==> src/rtl/dispatch_steer.sv <==
// dispatch_steer: in-order staging buffer between rename/dispatch and the
// per-pipe scheduler array. The head packet is steered round-robin to the
// first non-full pipe, and its global producer tag is returned to rename.

package dispatch_pkg;
    parameter int NUM_FUS    = 2;
    parameter int RS_ENTRIES = 4;

    typedef struct packed {
        logic [7:0]  opcode;
        logic [4:0]  rd;
        logic [18:0] payload;
    } disp_packet_t;
endpackage

module dispatch_steer #(
    parameter int NUM_PIPES  = dispatch_pkg::NUM_FUS,
    parameter int BUF_DEPTH  = 4,
    parameter int RS_ENTRIES = dispatch_pkg::RS_ENTRIES,
    parameter int DEP_W      = RS_ENTRIES * NUM_PIPES,
    parameter int TAG_W      = $clog2(DEP_W),
    localparam int IDX_W     = (RS_ENTRIES > 1) ? $clog2(RS_ENTRIES) : 1
) (
    input  logic                       clk,
    input  logic                       rst,
    input  logic                       flush,
    input  logic                       in_valid,
    output logic                       in_ready,
    input  dispatch_pkg::disp_packet_t in_pkt,
    input  logic [DEP_W-1:0]           in_dep_mask,
    input  logic [NUM_PIPES-1:0]       rs_full,
    input  logic [NUM_PIPES*IDX_W-1:0] rs_entry_idx,
    output logic [NUM_PIPES-1:0]       disp_valid,
    output dispatch_pkg::disp_packet_t disp_pkt,
    output logic [DEP_W-1:0]           disp_dep_mask,
    output logic [TAG_W-1:0]           disp_tag,
    output logic [31:0]                stall_cnt
);

    localparam int PTR_W  = $clog2(BUF_DEPTH);
    localparam int CNT_W  = PTR_W + 1;
    localparam int PIPE_W = (NUM_PIPES > 1) ? $clog2(NUM_PIPES) : 1;

    dispatch_pkg::disp_packet_t pkt_mem  [BUF_DEPTH];
    logic [DEP_W-1:0]           mask_mem [BUF_DEPTH];

    logic [PTR_W-1:0]  head_ptr;
    logic [PTR_W-1:0]  tail_ptr;
    logic [CNT_W-1:0]  count;
    logic [PIPE_W-1:0] rr_ptr;

    logic              enq;
    logic              active;
    logic              sel_found;
    logic [PIPE_W-1:0] sel_pipe;
    logic [PIPE_W-1:0] rr_next;
    logic              fire;
    logic              stall_evt;
    logic [IDX_W-1:0]  sel_entry;

    // Readiness looks only at the registered count, so a same-cycle dequeue never opens a slot.
    always_comb begin
        in_ready  = !rst && (count != CNT_W'(BUF_DEPTH));
        enq       = in_valid && in_ready;
        active    = !rst && !flush && (count != '0);
        fire      = active && sel_found;
        stall_evt = active && !sel_found;
    end

    // Round-robin search starting at rr_ptr for the first pipe with room.
    always_comb begin
        logic [PIPE_W:0] cand;
        sel_found = 1'b0;
        sel_pipe  = '0;
        cand      = '0;
        for (int i = 0; i < NUM_PIPES; i++) begin
            cand = {1'b0, rr_ptr} + (PIPE_W+1)'(i);
            if (cand >= (PIPE_W+1)'(NUM_PIPES)) begin
                cand = cand - (PIPE_W+1)'(NUM_PIPES);
            end
            if (!sel_found && !rs_full[cand[PIPE_W-1:0]]) begin
                sel_found = 1'b1;
                sel_pipe  = cand[PIPE_W-1:0];
            end
        end
    end

    // Head packet is broadcast; the strobe, tag and next pointer follow the chosen pipe.
    always_comb begin
        disp_pkt      = pkt_mem[head_ptr];
        disp_dep_mask = mask_mem[head_ptr];
        sel_entry     = rs_entry_idx[int'(sel_pipe)*IDX_W +: IDX_W];
        disp_tag      = TAG_W'(sel_pipe) * TAG_W'(RS_ENTRIES) + TAG_W'(sel_entry);
        disp_valid    = fire ? (NUM_PIPES'(1) << sel_pipe) : '0;
        rr_next       = (int'(sel_pipe) == NUM_PIPES - 1) ? '0 : sel_pipe + PIPE_W'(1);
    end

    // Packet storage; flush and reset both discard a same-cycle write.
    always_ff @(posedge clk) begin
        if (enq && !flush) begin
            pkt_mem[tail_ptr]  <= in_pkt;
            mask_mem[tail_ptr] <= in_dep_mask;
        end
    end

    // Pointers, occupancy, round-robin pointer and stall counter.
    always_ff @(posedge clk) begin
        if (rst) begin
            head_ptr  <= '0;
            tail_ptr  <= '0;
            count     <= '0;
            rr_ptr    <= '0;
            stall_cnt <= '0;
        end else if (flush) begin
            head_ptr <= '0;
            tail_ptr <= '0;
            count    <= '0;
        end else begin
            if (enq) begin
                tail_ptr <= tail_ptr + PTR_W'(1);
            end
            if (fire) begin
                head_ptr <= head_ptr + PTR_W'(1);
                rr_ptr   <= rr_next;
            end
            if (enq && !fire) begin
                count <= count + CNT_W'(1);
            end else if (!enq && fire) begin
                count <= count - CNT_W'(1);
            end
            if (stall_evt && (stall_cnt != 32'hFFFF_FFFF)) begin
                stall_cnt <= stall_cnt + 32'd1;
            end
        end
    end

endmodule

==> config.mk <==
export PLATFORM = sky130hd
export DESIGN_NAME = dispatch_steer
export DESIGN_NICKNAME = d
export VERILOG_FILES = /design/src/rtl/dispatch_steer.sv
export SDC_FILE = /design/constraint.sdc
export NUM_CORES = 1
export LEC_CHECK = 0
export CAP_MARGIN = 30
export CORE_ASPECT_RATIO = 0.6
export CORE_MARGIN = 2
export CORE_UTILIZATION = 50
export DETAILED_ROUTE_END_ITERATION = 16
export DONT_BUFFER_PORTS = 1
export PLACE_DENSITY_LB_ADDON = 0.15
export SYNTH_ARGS = -nofsm -noshare
export SYNTH_HDL_FRONTEND = slang
export SYNTH_SLANG_ARGS = --single-unit
==> constraint.sdc <==
create_clock -name clk -period 2.9 [get_ports clk]
set_input_delay 0.58 -clock clk [delete_from_list [all_inputs] [get_ports clk]]
set_output_delay 0.58 -clock clk [all_outputs]
set_load 0.005 [all_outputs]
# == Yosys cells after proc, flatten, opt, wreduce, memory -nomap -nowiden ==
# Memory sizes are Yosys's and may differ from the RTL's. A register that Yosys moved wholly into a read port is not among the register bits.
# Cells that the tools add are included.
# totals
register_bits,40
mem_bits_rw,160
input_bits,50
out_inout_bits,78
wordCells,68
n_memories,2
# memory_table
memory,depth,word_bits,rd,rd_clocked_by_memory_dff,wr,line,rtl
pkt_mem,4,32,1,1,1,44,dispatch_pkg::disp_packet_t pkt_mem [BUF_DEPTH];
mask_mem,4,8,1,1,1,45,logic [DEP_W-1:0] mask_mem [BUF_DEPTH];
# op_classes
addsub,10
n_lt_le_gt_ge,4
n_eq_ne,2
shifts,2
mux,20
bitwise_logic,1
reduce_logical,22
# ops
operator,count
"adder 32 x 1 -> 32 bit, second input constant",1
"inequality test 32 bit, second input constant",1
two-way mux 1 bit,13
logical AND 1 bit,11
two-way mux 2 bit,5
logical NOT 1 bit,6
two-way mux 3 bit,2
"adder 2 x 1 -> 2 bit, second input constant",2
"< comparator 1 x 2 -> 1 bit, second input constant",2
AND reduction 2 bit,2
indexed part select 4 x 3 -> 2 bit,1
"adder 3 x 1 -> 3 bit, second input constant",1
adder 3 x 2 -> 3 bit,1
"inequality test 3 bit, second input constant",1
nonzero test 3 bit,1
"subtractor 3 x 1 -> 3 bit, second input constant",1
"adder 1 x 1 -> 2 bit, second input constant",1
">= comparator 1 x 2 -> 1 bit, second input constant",1
">= comparator 2 bit, second input constant",1
nonzero test 2 bit,1
OR reduction 2 bit,1
"left shift 1 x 1 -> 2 bit, first input constant",1
"subtractor 1 bit, second input constant",2
"adder 1 bit, second input constant",1
inverter 1 bit,1

# == Depth between registers and ports, before layout ==
# Gate-level depths: netlist (run 1).
# depth
word_depth,12
ltp_mapped,11
depth_no_buf,9

# == Worst setup path before layout (run 1) ==
# No wires, ideal clock.
# synth_timing
kind,input -> register
start,in rst
end,reg stall_cnt[30]
setup_ps,70
t_arrival_ps,2643
t_required_ps,2830
slack_ps,187
cell_stages,8
n_path_buf,3
cell_sequence,buf_6 or2_0 or3_1 buf_2 or4_1 buf_2 or4_1 a21oi_1
# synth_between
elab_chain_cells,6
# synth_rtl
item,line,rtl
start: declaration,25,"input logic rst,"
logical NOT 1 bit,65,active = !rst && !flush && (count != '0);
logical AND 1 bit (2 in series),65,
logical AND 1 bit,67,stall_evt = active && !sel_found;
logical AND 1 bit,131,if (stall_evt && (stall_cnt != 32'hFFFF_FFFF)) begin
AND reduction 2 bit (no source line),-,
end signal: assignment,132,stall_cnt <= stall_cnt + 32'd1;
end: declaration,37,output logic [31:0] stall_cnt
# Parallel ways exist; a longest one is shown, timed or not.
# A chain may end at the register's enable or synchronous reset.

# == Final worst setup path (run 1) ==
# layout_timing
start,reg stall_cnt[8]
end,reg stall_cnt[26]
# layout_between
elab_chain_cells,3
elab_cells_between_ends,4
cone_classes,add/sub: 1; eq/ne: 1; reduce/logical: 2
# layout_rtl
item
"parallel branches: the longest is 3 deep, another holds adder 32 x 1 -> 32 bit"
# Parallel ways; which one is timed is not known.

==> results of run 1 <==
final timing paths:
path | start | endpoint | slack, ns | cells after the start
worst min-delay path | rst | stall_cnt[28] | 0.16 | 1
worst min register to register | rr_ptr | rr_ptr | 0.49 | 2
worst max register to register | stall_cnt[8] | stall_cnt[26] | 0.33 | 5
worst max-delay path | stall_cnt[8] | stall_cnt[26] | 0.33 | 5
layout by cell type, fill, tap and decap left out, types with 9 or more instances in the layout:
| master | n |
|---|---|
| edfxtp_1 | 160 |
| mux4_2 | 40 |
| dfxtp_1 | 40 |
| a21oi_1 | 28 |
| clkbuf_16 | 21 |
| nor2_1 | 20 |
| nand2_1 | 19 |
| or4_1 | 15 |
| o31ai_1 | 14 |
| or3_1 | 13 |
| buf_4 | 12 |
| inv_1 | 10 |
| nand4_1 | 9 |
state kept, by name (all words and copies together) (netlist names), named ones only:
signal	cells
count	3
rr_ptr	1
tail_ptr	2
stall_cnt	32
pkt_mem	128
head_ptr	2
mask_mem	32
worst max-delay path: cells and delay by family, from the launching register on:
family | cells | cell delay, ns
DFF | 1 | 0.46
and+or+nand+nor | 4 | 1.84
AOI/OAI and AO/OA | 1 | 0.19
cell type report:
cell class,count,area [sq um],share of cell area
clock inverters,13,188,0.0211
well taps,203,254,0.0285
inverters,10,37.5,0.00421
clock buffers,23,533,0.0598
repair buffers,13,110,0.0124
multi-input cells,236,2130,0.240
flip-flops and latches,202,5650,0.634
cell families after synthesis:
logic type	Yosys count	synth area share
compound gates	59	0.0432
xor+xnor	9	0.00997
flops	202	0.714
simple gates	115	0.0815
fa+ha+maj	7	0.0120
mux	46	0.122
buf+inv	32	0.0169
power by group:
| part | switching, uW | internal, uW |
|---|---|---|
| clock network | 1020 | 1760 |
| logic | 53.1 | 42.8 |
| registers | 10.4 | 3150 |
metal layers:
layer,share of wire,vias up,global-route usage,wire length [microns]
met5,0,-,0,0
met4,0.012,0,0.0391,179
met3,0.098,16,0.0699,1510
met2,0.44,165,0.277,6790
met1,0.45,2127,0.266,6990
li1,-,1906,-,-
per-stage QoR:
stage / hold slack [ns] / area [sq um] / setup WS, ns / std cells / power (uW)
final: 0.163 / 8910 / 0.331 / 700 / 6040
after global routing: 0.133 / 8910 / 0.193 / 700 / 6240
after CTS: 0.142 / 8910 / 0.293 / 700 / 6110
after detailed placement: 0.490 / 8190 / 0.262 / 664 / 3320
after global placement: 0.486 / 8190 / 0.342 / 664 / 3320
after floorplan: 0.458 / 7900 / 0.187 / 470 / 3300
==> results.py, run 1 <==
metrics = {
    "final_layout": {
        "drive_above_1_share": 0.183,
        "nets": 540,
        "n_fill_cell": 1169,
        "antenna-diode-count": 0,
        "fin_util": 0.578,
        "areaGrowthSynthToFinish_pct": 12.7,
    },
    "floorplan": {
        "ios": 128,
        "coreArea_sq_um": 15400,
        "row_count": 35,
        "die_area_sq_um": 16900,
        "start_util": 0.513,
        "die_h_microns": 101,
        "die_w_microns": 166,
    },
    "yosys": {
        "avgSynthCellArea_sq_um": 16.8,
        "synth_cell_type_count": 41,
        "yosysSeqAreaShare": 0.714,
        "synth_ff_type": "edfxtp_1",
        "syn_nets": 527,
        "syn_inst": 470,
        "synth_area_leader_cell": "edfxtp_1",
        "synthArstFlopShare": 0,
        "synthMostInstantiatedCell": "edfxtp_1",
        "yosys_warnings": 0,
        "synth_top_area_frac": 0.608,
        "synth_area_sq_um": 7900,
        "synth_edf_count": 160,
        "synth_common_cells": "edfxtp_1 (160), dfxtp_1 (42), mux4_2 (40)",
        "ys_ff_latch": 202,
        "synthTopCellsByArea": "edfxtp_1 (61%), mux4_2 (11%), dfxtp_1 (11%), a21oi_1 (1.8%), o31ai_1 (1.4%)",
    },
    "critical_path": {
        "slowest_delay_ns": 0.71,
        "crit_chain": "nand4_1 -> or2_1 -> or4_1 -> or4_1 -> a21oi_1",
        "critPathMaxFanout": 10,
        "cp.arrival_ns": 2.97,
        "crit_slowest_cell": "or4_1",
        "critPathKind": "reg -> reg",
        "critPathCaptureType": "register",
        "critPathRequiredTime_ns": 3.30,
        "crit_path_frequent_cell": "or4_1",
        "worst_setup_path_start_kind": "register",
    },
    "grt": {
        "grt_pass1_vias": 4152,
        "grt_util_all_layers": 0.186,
        "grt_pass1_wl_mm": 24.2,
        "grt_max_degree": 41,
        "grt_overflow": 0,
        "antenna_found_initial": 0,
    },
    "place": {
        "portBuffers": 0,
        "dp_hpwl_mm": 10.1,
        "globalplace.congestion": 0.867,
    },
    "run": {
        "cap_viol_max_count": 0,
    },
    "run_status": {
        "status": "finished, final reports clean",
    },
    "clock_network": {
        "cts_root_buf": "clkbuf_16",
        "clockBufferDepth": 3,
        "holdBufCountCts": 0,
        "cts_tree": "yes",
        "cts_resized": 0,
        "clkTransAtPathRegs_ns": 0.07,
        "cts_buffers": 20,
        "h-tree-depth": 1,
        "post_cts_buffers": 0,
        "cts_sinks": 202,
        "insertion_delay_ns": 0.48,
    },
    "detailed_routing": {
        "wl_mm": 15.5,
        "dr.pass1.iters": 5,
        "drcViolationCount": 0,
        "vias": 4214,
        "drt_iter0_drc": 291,
        "ant_nets": 0,
        "via_per_inst": 6.02,
        "wl_per_cell_microns": 22.1,
    },
    "timing": {
        "finalClockSkew_ns": 0.00916,
        "max_slew_margin": 0.405,
        "maxSlewViolCount": 0,
        "hold_violations": 0,
        "setup_viol": 0,
        "period_share": 0.886,
        "worst_slew_pin_slew_ns": 0.883,
        "fin_crit_ns": 2.57,
        "rsz0062_at_grt": "no",
        "setup_tns_ns": 0,
        "max_freq_mhz": 389,
    },
    "power_and_ir_drop": {
        "pwr_density_cell_nw_per_um2": 678,
        "vdd_ir_drop_max_mv": 0.414,
        "p_leak_uw": 0.00274,
    },
    "hold_path": {
        "worstHoldPathType": "in -> reg",
    },
}
Note: power is estimated with default switching activity, not from simulation.
==> run 2: changes to the inputs <==
- ABC_CLOCK_PERIOD_IN_PS: unset -> 2900
==> results of run 2 <==
Final layout, timing and power as in run 1 (identical DEF).
==> run 3: changes to the inputs <==
- CAP_MARGIN: 30 -> 5
==> results of run 3 <==
Final layout, timing and power as in run 1 (identical DEF).
